<file path="src/rtl/spike_collector_pkg.sv">
// rtl/spike_collector_pkg.sv - shared constants, state encoding and class mapping for the spike collector
package rancpkg_out;

  localparam int NUM_OUTPUT    = 250;
  localparam int NUM_CLASSES   = 10;
  localparam int CNT_W         = 5;
  localparam int IDX_W         = 8;
  localparam int CLS_W         = 4;
  localparam int PIC_W         = 16;
  localparam int NUM_PICTURE   = 3;
  localparam int LAYER_LATENCY = 2;

  typedef enum logic [1:0] {
    ST_IDLE,
    ST_COLLECT,
    ST_ARGMAX,
    ST_DONE
  } state_t;

  typedef logic [NUM_CLASSES-1:0][CNT_W-1:0] cnt_arr_t;

  function automatic logic [CLS_W-1:0] class_of(input logic [IDX_W-1:0] idx);
    return CLS_W'(idx % IDX_W'(NUM_CLASSES));
  endfunction

endpackage

</file>
<file path="src/rtl/spike_collector_if.sv">
// rtl/spike_collector_if.sv - packet input and result output bundle of the spike collector
interface spike_collector_if;
  import rancpkg_out::*;

  logic                  start;
  logic                  tick;
  logic [IDX_W-1:0]      packet_out;
  logic                  packet_out_valid;
  logic                  result_valid;
  logic [NUM_OUTPUT-1:0] result_spikes;
  logic [CLS_W-1:0]      result_class;
  logic [CNT_W-1:0]      result_count;
  logic [PIC_W-1:0]      picture_idx;
  logic                  done;
  logic                  range_error;
  logic                  overrun_error;

  modport master (
    output start, tick, packet_out, packet_out_valid,
    input  result_valid, result_spikes, result_class, result_count,
    input  picture_idx, done, range_error, overrun_error
  );

  modport slave (
    input  start, tick, packet_out, packet_out_valid,
    output result_valid, result_spikes, result_class, result_count,
    output picture_idx, done, range_error, overrun_error
  );

endinterface

</file>
<file path="src/rtl/spike_collector_argmax.sv">
// rtl/spike_collector_argmax.sv - sequential argmax over the latched per-class spike counts
module spike_argmax
  import rancpkg_out::*;
(
  input  logic             clk,
  input  logic             reset_n,
  input  logic             i_start,
  input  cnt_arr_t         i_counts,
  output logic             o_done,
  output logic [CLS_W-1:0] o_class,
  output logic [CNT_W-1:0] o_count
);

  logic             r_busy;
  logic             r_done;
  logic [CLS_W-1:0] r_idx;
  logic [CLS_W-1:0] r_cls;
  logic [CNT_W-1:0] r_cnt;

  // Class 0 seeds the best on the start cycle; strict > keeps ties at the lowest class.
  always_ff @(posedge clk or negedge reset_n) begin
    if (!reset_n) begin
      r_busy <= 1'b0;
      r_done <= 1'b0;
      r_idx  <= '0;
      r_cls  <= '0;
      r_cnt  <= '0;
    end else begin
      r_done <= 1'b0;
      if (i_start) begin
        r_busy <= 1'b1;
        r_idx  <= CLS_W'(1);
        r_cls  <= '0;
        r_cnt  <= i_counts[0];
      end else if (r_busy) begin
        if (i_counts[r_idx] > r_cnt) begin
          r_cls <= r_idx;
          r_cnt <= i_counts[r_idx];
        end
        if (r_idx == CLS_W'(NUM_CLASSES-1)) begin
          r_busy <= 1'b0;
          r_done <= 1'b1;
        end else begin
          r_idx <= r_idx + CLS_W'(1);
        end
      end
    end
  end

  assign o_done  = r_done;
  assign o_class = r_cls;
  assign o_count = r_cnt;

endmodule

</file>
<file path="src/rtl/spike_collector.sv">
// rtl/spike_collector.sv - per-window spike capture, latency skip and per-picture class vote
module spike_collector
  import rancpkg_out::*;
(
  input  logic              clk,
  input  logic              reset_n,
  spike_collector_if.slave  bus
);

  state_t                r_state, w_state_nxt;
  logic [NUM_OUTPUT-1:0] r_vec, w_vec_nxt, r_snap_vec, r_res_spikes;
  cnt_arr_t              r_cnt, w_cnt_nxt, r_snap_cnt;
  logic [PIC_W-1:0]      r_win, r_snap_pic, r_pic;
  logic                  r_am_start, r_res_valid, r_range_err, r_overrun_err;
  logic [CLS_W-1:0]      r_res_class;
  logic [CNT_W-1:0]      r_res_count;

  logic                  w_collecting, w_tick_close, w_in_range, w_pkt_ok, w_pkt_bad;
  logic                  w_keep, w_arm, w_last_pic;
  logic [IDX_W-1:0]      w_bitpos;
  logic [CLS_W-1:0]      w_cls;
  logic [PIC_W-1:0]      w_win_inc;
  logic                  w_am_done;
  logic [CLS_W-1:0]      w_am_class;
  logic [CNT_W-1:0]      w_am_count;

  assign w_collecting = (r_state == ST_COLLECT) || (r_state == ST_ARGMAX);
  assign w_tick_close = w_collecting && bus.tick;
  assign w_in_range   = bus.packet_out < IDX_W'(NUM_OUTPUT);
  assign w_pkt_ok     = w_collecting && bus.packet_out_valid && w_in_range;
  assign w_pkt_bad    = w_collecting && bus.packet_out_valid && !w_in_range;
  assign w_bitpos     = IDX_W'(NUM_OUTPUT-1) - bus.packet_out;
  assign w_cls        = class_of(bus.packet_out);
  assign w_win_inc    = r_win + PIC_W'(1);
  assign w_keep       = (r_state == ST_COLLECT) && bus.tick && (w_win_inc > PIC_W'(LAYER_LATENCY));
  assign w_arm        = bus.start && ((r_state == ST_IDLE) || (r_state == ST_DONE));
  assign w_last_pic   = r_snap_pic >= PIC_W'(NUM_PICTURE-1);

  // A packet landing with the closing tick belongs to the freshly cleared window.
  always_comb begin
    w_vec_nxt = w_tick_close ? '0 : r_vec;
    w_cnt_nxt = w_tick_close ? '0 : r_cnt;
    if (w_pkt_ok) begin
      if (!w_vec_nxt[w_bitpos]) begin
        w_cnt_nxt[w_cls] = w_cnt_nxt[w_cls] + CNT_W'(1);
      end
      w_vec_nxt[w_bitpos] = 1'b1;
    end
  end

  always_comb begin
    w_state_nxt = r_state;
    case (r_state)
      ST_IDLE:    if (w_arm) w_state_nxt = ST_COLLECT;
      ST_COLLECT: if (w_keep) w_state_nxt = ST_ARGMAX;
      ST_ARGMAX:  if (w_am_done) w_state_nxt = w_last_pic ? ST_DONE : ST_COLLECT;
      ST_DONE:    if (w_arm) w_state_nxt = ST_COLLECT;
      default:    w_state_nxt = ST_IDLE;
    endcase
  end

  always_ff @(posedge clk or negedge reset_n) begin
    if (!reset_n) r_state <= ST_IDLE;
    else          r_state <= w_state_nxt;
  end

  always_ff @(posedge clk or negedge reset_n) begin
    if (!reset_n) begin
      r_vec         <= '0;
      r_cnt         <= '0;
      r_snap_vec    <= '0;
      r_snap_cnt    <= '0;
      r_snap_pic    <= '0;
      r_win         <= '0;
      r_pic         <= '0;
      r_am_start    <= 1'b0;
      r_res_valid   <= 1'b0;
      r_res_spikes  <= '0;
      r_res_class   <= '0;
      r_res_count   <= '0;
      r_range_err   <= 1'b0;
      r_overrun_err <= 1'b0;
    end else begin
      r_am_start  <= w_keep;
      r_res_valid <= 1'b0;
      if (w_arm) begin
        r_vec         <= '0;
        r_cnt         <= '0;
        r_win         <= '0;
        r_pic         <= '0;
        r_range_err   <= 1'b0;
        r_overrun_err <= 1'b0;
      end else begin
        if (w_collecting) begin
          r_vec <= w_vec_nxt;
          r_cnt <= w_cnt_nxt;
        end
        if (w_tick_close) r_win <= w_win_inc;
        if (w_keep) begin
          r_snap_vec <= r_vec;
          r_snap_cnt <= r_cnt;
          r_snap_pic <= w_win_inc - PIC_W'(LAYER_LATENCY + 1);
        end
        if (w_pkt_bad) r_range_err <= 1'b1;
        // A window closing during the vote is lost, but its number is still consumed.
        if (w_tick_close && (r_state == ST_ARGMAX)) r_overrun_err <= 1'b1;
        if ((r_state == ST_ARGMAX) && w_am_done) begin
          r_res_valid  <= 1'b1;
          r_res_spikes <= r_snap_vec;
          r_res_class  <= w_am_class;
          r_res_count  <= w_am_count;
          r_pic        <= r_snap_pic;
        end
      end
    end
  end

  spike_argmax u_argmax (
    .clk     (clk),
    .reset_n (reset_n),
    .i_start (r_am_start),
    .i_counts(r_snap_cnt),
    .o_done  (w_am_done),
    .o_class (w_am_class),
    .o_count (w_am_count)
  );

  assign bus.result_valid  = r_res_valid;
  assign bus.result_spikes = r_res_spikes;
  assign bus.result_class  = r_res_class;
  assign bus.result_count  = r_res_count;
  assign bus.picture_idx   = r_pic;
  assign bus.done          = (r_state == ST_DONE);
  assign bus.range_error   = r_range_err;
  assign bus.overrun_error = r_overrun_err;

endmodule

</file>
<file path="src/flat_wrapper.sv">
// flat-port wrapper written by rule: the top's interface ports become plain ports
module spike_collector_flat import rancpkg_out::*;
  (clk, reset_n, bus_start, bus_tick, bus_packet_out, bus_packet_out_valid, bus_result_valid, bus_result_spikes, bus_result_class, bus_result_count, bus_picture_idx, bus_done, bus_range_error, bus_overrun_error);
  spike_collector_if bus_i ();
  input  logic clk;
  input  logic reset_n;
  input wire logic [$bits(bus_i.start)-1:0] bus_start;
  input wire logic [$bits(bus_i.tick)-1:0] bus_tick;
  input wire logic [$bits(bus_i.packet_out)-1:0] bus_packet_out;
  input wire logic [$bits(bus_i.packet_out_valid)-1:0] bus_packet_out_valid;
  output wire logic [$bits(bus_i.result_valid)-1:0] bus_result_valid;
  output wire logic [$bits(bus_i.result_spikes)-1:0] bus_result_spikes;
  output wire logic [$bits(bus_i.result_class)-1:0] bus_result_class;
  output wire logic [$bits(bus_i.result_count)-1:0] bus_result_count;
  output wire logic [$bits(bus_i.picture_idx)-1:0] bus_picture_idx;
  output wire logic [$bits(bus_i.done)-1:0] bus_done;
  output wire logic [$bits(bus_i.range_error)-1:0] bus_range_error;
  output wire logic [$bits(bus_i.overrun_error)-1:0] bus_overrun_error;
  assign bus_i.start = bus_start;
  assign bus_i.tick = bus_tick;
  assign bus_i.packet_out = bus_packet_out;
  assign bus_i.packet_out_valid = bus_packet_out_valid;
  assign bus_result_valid = bus_i.result_valid;
  assign bus_result_spikes = bus_i.result_spikes;
  assign bus_result_class = bus_i.result_class;
  assign bus_result_count = bus_i.result_count;
  assign bus_picture_idx = bus_i.picture_idx;
  assign bus_done = bus_i.done;
  assign bus_range_error = bus_i.range_error;
  assign bus_overrun_error = bus_i.overrun_error;
  spike_collector u_core (.clk(clk), .reset_n(reset_n), .bus(bus_i));
endmodule
</file>
<file path="config.mk">
export PLATFORM = sky130hd
export DESIGN_NAME = spike_collector_flat
export DESIGN_NICKNAME = d
export VERILOG_FILES = /design/src/rtl/spike_collector_pkg.sv /design/src/rtl/spike_collector_if.sv /design/src/rtl/spike_collector_argmax.sv /design/src/rtl/spike_collector.sv /design/src/flat_wrapper.sv
export SDC_FILE = /design/constraint.sdc
export NUM_CORES = 2
export LEC_CHECK = 0
export ABC_AREA = 0
export BUFFER_PORTS_ARGS = -buffer_cell sky130_fd_sc_hd__buf_2
export CORE_AREA = 2 2 340 342
export DETAILED_ROUTE_END_ITERATION = 10
export DIE_AREA = 0 0 342 344
export PLACE_DENSITY_LB_ADDON = 0.08
export SLEW_MARGIN = 0
export SYNTH_ARGS = -nofsm -noshare
export SYNTH_HDL_FRONTEND = slang
export SYNTH_SLANG_ARGS = --single-unit
</file>
<file path="constraint.sdc">
create_clock -name clk -period 8.02 [get_ports clk]
set_clock_uncertainty 0.05 [all_clocks]
set_input_delay 0.802 -clock clk [delete_from_list [all_inputs] [get_ports clk]]
set_output_delay 0.802 -clock clk [all_outputs]
set_load 0.05 [all_outputs]
</file>
### Word-level counts from Yosys, hierarchy flattened

Cells that the tools add are included.

| word-level totals | value |
|---|---|
| output and inout port bits | 279 |
| logic and storage cells | 141 |
| register bits | 928 |

| operators by class | value |
|---|---|
| reduce and logical (&&, ||, !) cells | 28 |
| magnitude comparators | 9 |
| muxes and demuxes | 50 |
| $add $sub $neg | 5 |
| bitwise logic cells | 2 |
| equal/unequal tests | 8 |
| div/mod/pow operators | 1 |

Operators with widths:

| operator | count |
|---|---|
| two-way mux 250 bit | 4 |
| two-way mux 50 bit | 5 |
| bitwise OR 250 bit | 1 |
| two-way mux 16 bit | 4 |
| bitwise mux 50 bit | 1 |
| binary-select mux 5 bit (select 4 bit) | 2 |
| two-way mux 5 bit | 6 |
| two-way mux 4 bit | 6 |
| demux 5 bit (select 4 bit) | 1 |
| adder 16 x 1 -> 16 bit (second input constant) | 1 |
| greater-or-equal comparator 16 x 2 -> 1 bit (second input constant) | 1 |
| > comparator 16 x 2 -> 1 bit (second input constant) | 1 |
| subtractor 16 x 2 -> 16 bit (second input constant) | 1 |
| two-way mux 1 bit | 14 |
| nonzero test 2 bit | 7 |
| logical AND 1 bit | 11 |
| less-than comparator 4 x 5 -> 1 bit (second input constant) | 2 |
| less-than comparator 8 x 9 -> 1 bit (second input constant) | 1 |
| binary-select mux 1 bit (select 8 bit) | 1 |
| demux 1 bit (select 8 bit) | 1 |
| greater-or-equal comparator 8 x 1 -> 1 bit (second input constant) | 1 |
| less-than comparator 8 bit (second input constant) | 1 |
| remainder unit 8 x 4 -> 8 bit (second input constant) | 1 |
| two-way mux 2 bit | 4 |
| other kinds (18) | 25 |

### Logic depth before layout (Yosys ltp)

| logic depth | value |
|---|---|
| depth after elaboration | 12 |
| mapped depth | 24 |

### By module

A second synthesis with hierarchy kept.

| second synthesis, totals | value |
|---|---|
| cells, all modules | 2,883 |
| area total of the unflattened synthesis | 39,495.4 um2 |

By module, submodules not included:

| module | area each (um2) | times used | cells each |
|---|---|---|---|
| spike_collector | 38,222.9 | 1 | 2,744 |
| spike_argmax | 1,272.5 | 1 | 139 |

### Worst setup path before layout

OpenSTA, ideal clock, no wires.

| timing | value |
|---|---|
| path kind | input to register |
| start point | in bus_packet_out[1] |
| end point | reg u_core.r_cnt[27] in the netlist's numbering |
| library setup time | 67 ps |
| arrival time | 5,398 ps |
| stages on the path | 24 |
| path slack | 2,504 ps |
| cell sequence | buf_2 buf_2 inv_1 clkbuf_1 ha_1 or2_1 buf_1 o211ai_1 nand2_1 o21ai_1 a21oi_2 or3_1 buf_6 a32oi_2 buf_6 mux4_1 and2_1 o211ai_2 clkbuf_1 inv_1 ha_1 xnor2_1 o2111ai_1 nand2_1 |

| on the way | value |
|---|---|
| longest elaborated chain between the ends | 10 |
| elaborated cells between the ends (all ways) | 19 |

Ends and longest elaborated chain:

| element | line | RTL |
|---|---|---|
| from (decl) | flat_wrapper.sv:9 | `input wire logic [$bits(bus_i.packet_out)-1:0] bus_packet_out;` |
| parallel branches: the longest is 7 deep, another holds remainder unit 8 x 4 -> 8 bit | -- |  |
| two-way mux 50 bit (*) | spike_collector.sv:43 | `if (w_pkt_ok) begin` |
| two-way mux 50 bit (*) | spike_collector.sv:94 | `if (w_collecting) begin` |
| two-way mux 50 bit (*) | spike_collector.sv:86 | `if (w_arm) begin` |
| to (signal assigned) | spike_collector.sv:96 | `r_cnt <= w_cnt_nxt;` |
| to (decl) | spike_collector.sv:12 | `cnt_arr_t r_cnt, w_cnt_nxt, r_snap_cnt;` |

Every way passes the cells marked *. The select of a mux whose other input is x is not followed.
A chain may end at the register's enable or synchronous reset.

### Worst setup path in the final report

| timing | value |
|---|---|
| start point | in bus_packet_out[1] |
| end point | reg u_core.r_cnt[44] in the netlist's numbering |

The elaborated chain is that of the path after synthesis.

==> metrics.txt <==
status=finished, final reports clean; CP required=8.51 ns; Setup TNS=0 ns; Avg Cell Area, Syn=10.03 µm²; post-layout min period=around 5.8 ns; #FFs+latches synth=928; Total GRT Usage=approximately 22%; Register Area=23220 µm²; Pleak=23.98 nW; cell with the most instances after synthesis=nand2_1; fin nets=4473; critical path class=primary input to flop; Max VDD drop=0.2307 mV; Mapped Area=approximately 43000 µm²; die area=117600 µm²; worst skew pair latency=slightly above 0.7 ns; library cells used by synthesis=100; main area contributors after synthesis=dfrtp_1 (54%), nand2_1 (11%), mux2_2 (7.1%), mux4_2 (4.6%), o21ai_0 (3.8%); CTS Buf Count=107; CP endpoint kind=flop; Avg Vias per Cell=5.308; Worst R2R Start=u_core.r_win[0]; fmax=173.1 MHz; Final GP Congestion=0.8461; clock sinks=928; worst r2r dst=u_core.r_snap_vec[90]; min-delay worst type=primary input to asynchronous set/reset pin; Post-CTS Repair Setup Buffers=0; initial antenna violation count=6; fillers=10990; area delta synth->final=14.80%; multi-input logic area=18440 µm²; via count=32030; Routed Wire Length=133200 µm; r2r worst-path depth=14; Final Hold Viols=0; WP data arrival=6.26 ns; Root Buffer Master=clkbuf_16; # hold bufs at CTS=0; Final Instance Area=~49000 µm²; wire length per cell=22.07 µm; leading area contributor after synthesis=dfrtp_1; Worst-path clk slew=0.06 ns; Critical Path Start=bus_packet_out[1]; post-synth net total=between 4000 and 5000; Die W=342 µm; Final Cycle Share=between 70% and 80%; Residual DRC=0; gr ovfl total=0; Layout Utilization=43.26%; post-route ant nets=0; Post-synth EDFFs=0; layout cells sized above 1=a little over a fifth; Cells after Synth=4280; H-tree Lvls=3; CTS tree=yes; Worst-Margin Slew=between 1 and 1.5 ns; die height=344 µm; Worst Path Max Fanout=28; RSZ-0062 raised after global routing=false; Max-cap violations=0; max-slew violations=0; final worst slack=2.244 ns; Post-DP Area=45840 µm²; startpoint type of the worst setup path=primary input; largest net degree at the start of global routing=174; pwr dens=256.4 nW/µm²; sequential-to-total area share from yosys stat=54.12%; number of global-route vias before repair=about 31000; total core area=113900 µm²; asr flop ratio synth=100.0%; ys flop type=dfrtp_1; Synth top area share=54.12%; dpl ws=1.566 ns; Synth warnings=0; DRT iter0 DRCs=2602; initial core utilization=37.68%; Worst slew margin=11.03%; final setup vio count=0; worst-case clock buffer depth=3; Detailed Place HPWL=84410 µm; IO Port Bufs=291; first-pass GRT wire length=204200 µm; drt pass-1 iters=5; # IOs=292; Row Count=124; internal reg-to-reg setup slack=about 2.6 ns; Resize count post-CTS=0; commonest cells in the netlist=nand2_1 (1254), dfrtp_1 (928), o21ai_0 (325), a21oi_1 (293), mux2_2 (269)
[critical path, cell delays in order]
cell	delay (ns)
buf_4	0.42
inv_1	0.46
ha_1	0.36
nor2_1	0.36
nand4_1	0.17
o2111ai_2	0.15
and2_1	0.26
a21oi_2	0.11
or3_1	0.49
a32oi_2	0.66
mux4_2	0.42
a311oi_1	0.34
inv_1	0.08
ha_1	0.22
nor3b_2	0.17
xnor2_2	0.53
o22ai_1	0.19
[flip-flops by register name, indices dropped and copies added (netlist names), 16 cells and up]
name / count
u_core.r_vec: 250
u_core.r_snap_pic: 16
u_core.bus.picture_idx: 16
u_core.r_snap_vec: 250
u_core.r_cnt: 50
u_core.r_snap_cnt: 50
u_core.r_win: 16
u_core.bus.result_spikes: 250
[logic make-up after synthesis]
family	after synthesis	synth area share, %
XOR/XNOR	43	0.9739
multiplexers	385	12.34
adder cells (fa/ha/maj)	17	0.4957
AND/OR/NAND/NOR	1747	17.74
AO/OA/AOI/OAI	817	10.99
flip-flops	928	54.12
buffers and inverters	343	3.350
[through the flow]
stage               hold WS (ns)  std cells  total power [W]
floorplan                 0.3902       4280         0.006942
global placement          0.4034       5846         0.007924
detailed placement        0.4076       5846         0.007917
CTS                      0.06452       6031          0.01279
global route              0.1211       6033          0.01325
finish                   0.06717       6034          0.01263
[power breakdown]
part	switching, W	internal [W]
Clock	0.00201	0.00281
Combinational	0.00209	0.000648
Sequential	0.000209	0.00487
Total	0.00430	0.00833
[layout make-up]
class	instances	area share, %
Sequential cell	928	47.14
Tap cell	1512	3.840
Clock buffer	155	6.415
Multi-Input combinational cell	3009	37.44
Timing Repair Buffer	355	4.318
Antenna cell	3	0.01524
Clock inverter	30	0.5181
Inverter	42	0.3200
[worst max path at each step]
stage                                  end  slack [ns]  cells past startpoint
after floorplan           u_core.r_cnt[27]        2.50                     24
after global placement    u_core.r_cnt[44]        1.59                     17
after detailed placement  u_core.r_cnt[44]        1.57                     17
after CTS                 u_core.r_cnt[44]        2.32                     17
after global routing      u_core.r_cnt[44]        1.91                     17
final                     u_core.r_cnt[44]        2.24                     17
[cell usage in the layout, fill, tap and decap left out, types with 11 or more instances in the layout]
master     netlist  layout
a22o_1          37      37
nor2_1          87      76
nand3_1         21      21
clkbuf_1       221      20
mux2i_1         28      28
buf_4            8      52
and3_1          13      12
clkbuf_16        0     109
nand2_1       1254    1254
nand2b_1        13      12
xnor2_1         32      29
buf_12           0      13
a21oi_1        293     293
o21ai_1         32      32
buf_2           53     287
inv_1           37      37
nor3_1          30      24
clkinv_2         0      17
clkbuf_8         0      27
nor2b_1        258     256
and2_1          11      11
mux2_2         269     269
mux4_2          87      87
ha_1            17      15
a22oi_1         15      15
a211oi_1        11      11
dfrtp_1        928     928
o21ai_0        325     325
[layer usage]
metal	part of all wire [%]	GRT usage (%)	wire length [µm]	vias up
met1	48	34.01	63820	16170
met5	0.0098	0	13	-
li1	-	-	-	14850
met4	2.5	6.597	3336	2
met2	45	33.36	59440	825
met3	4.9	3.208	6565	188
Power figures use the tool's default switching activity.
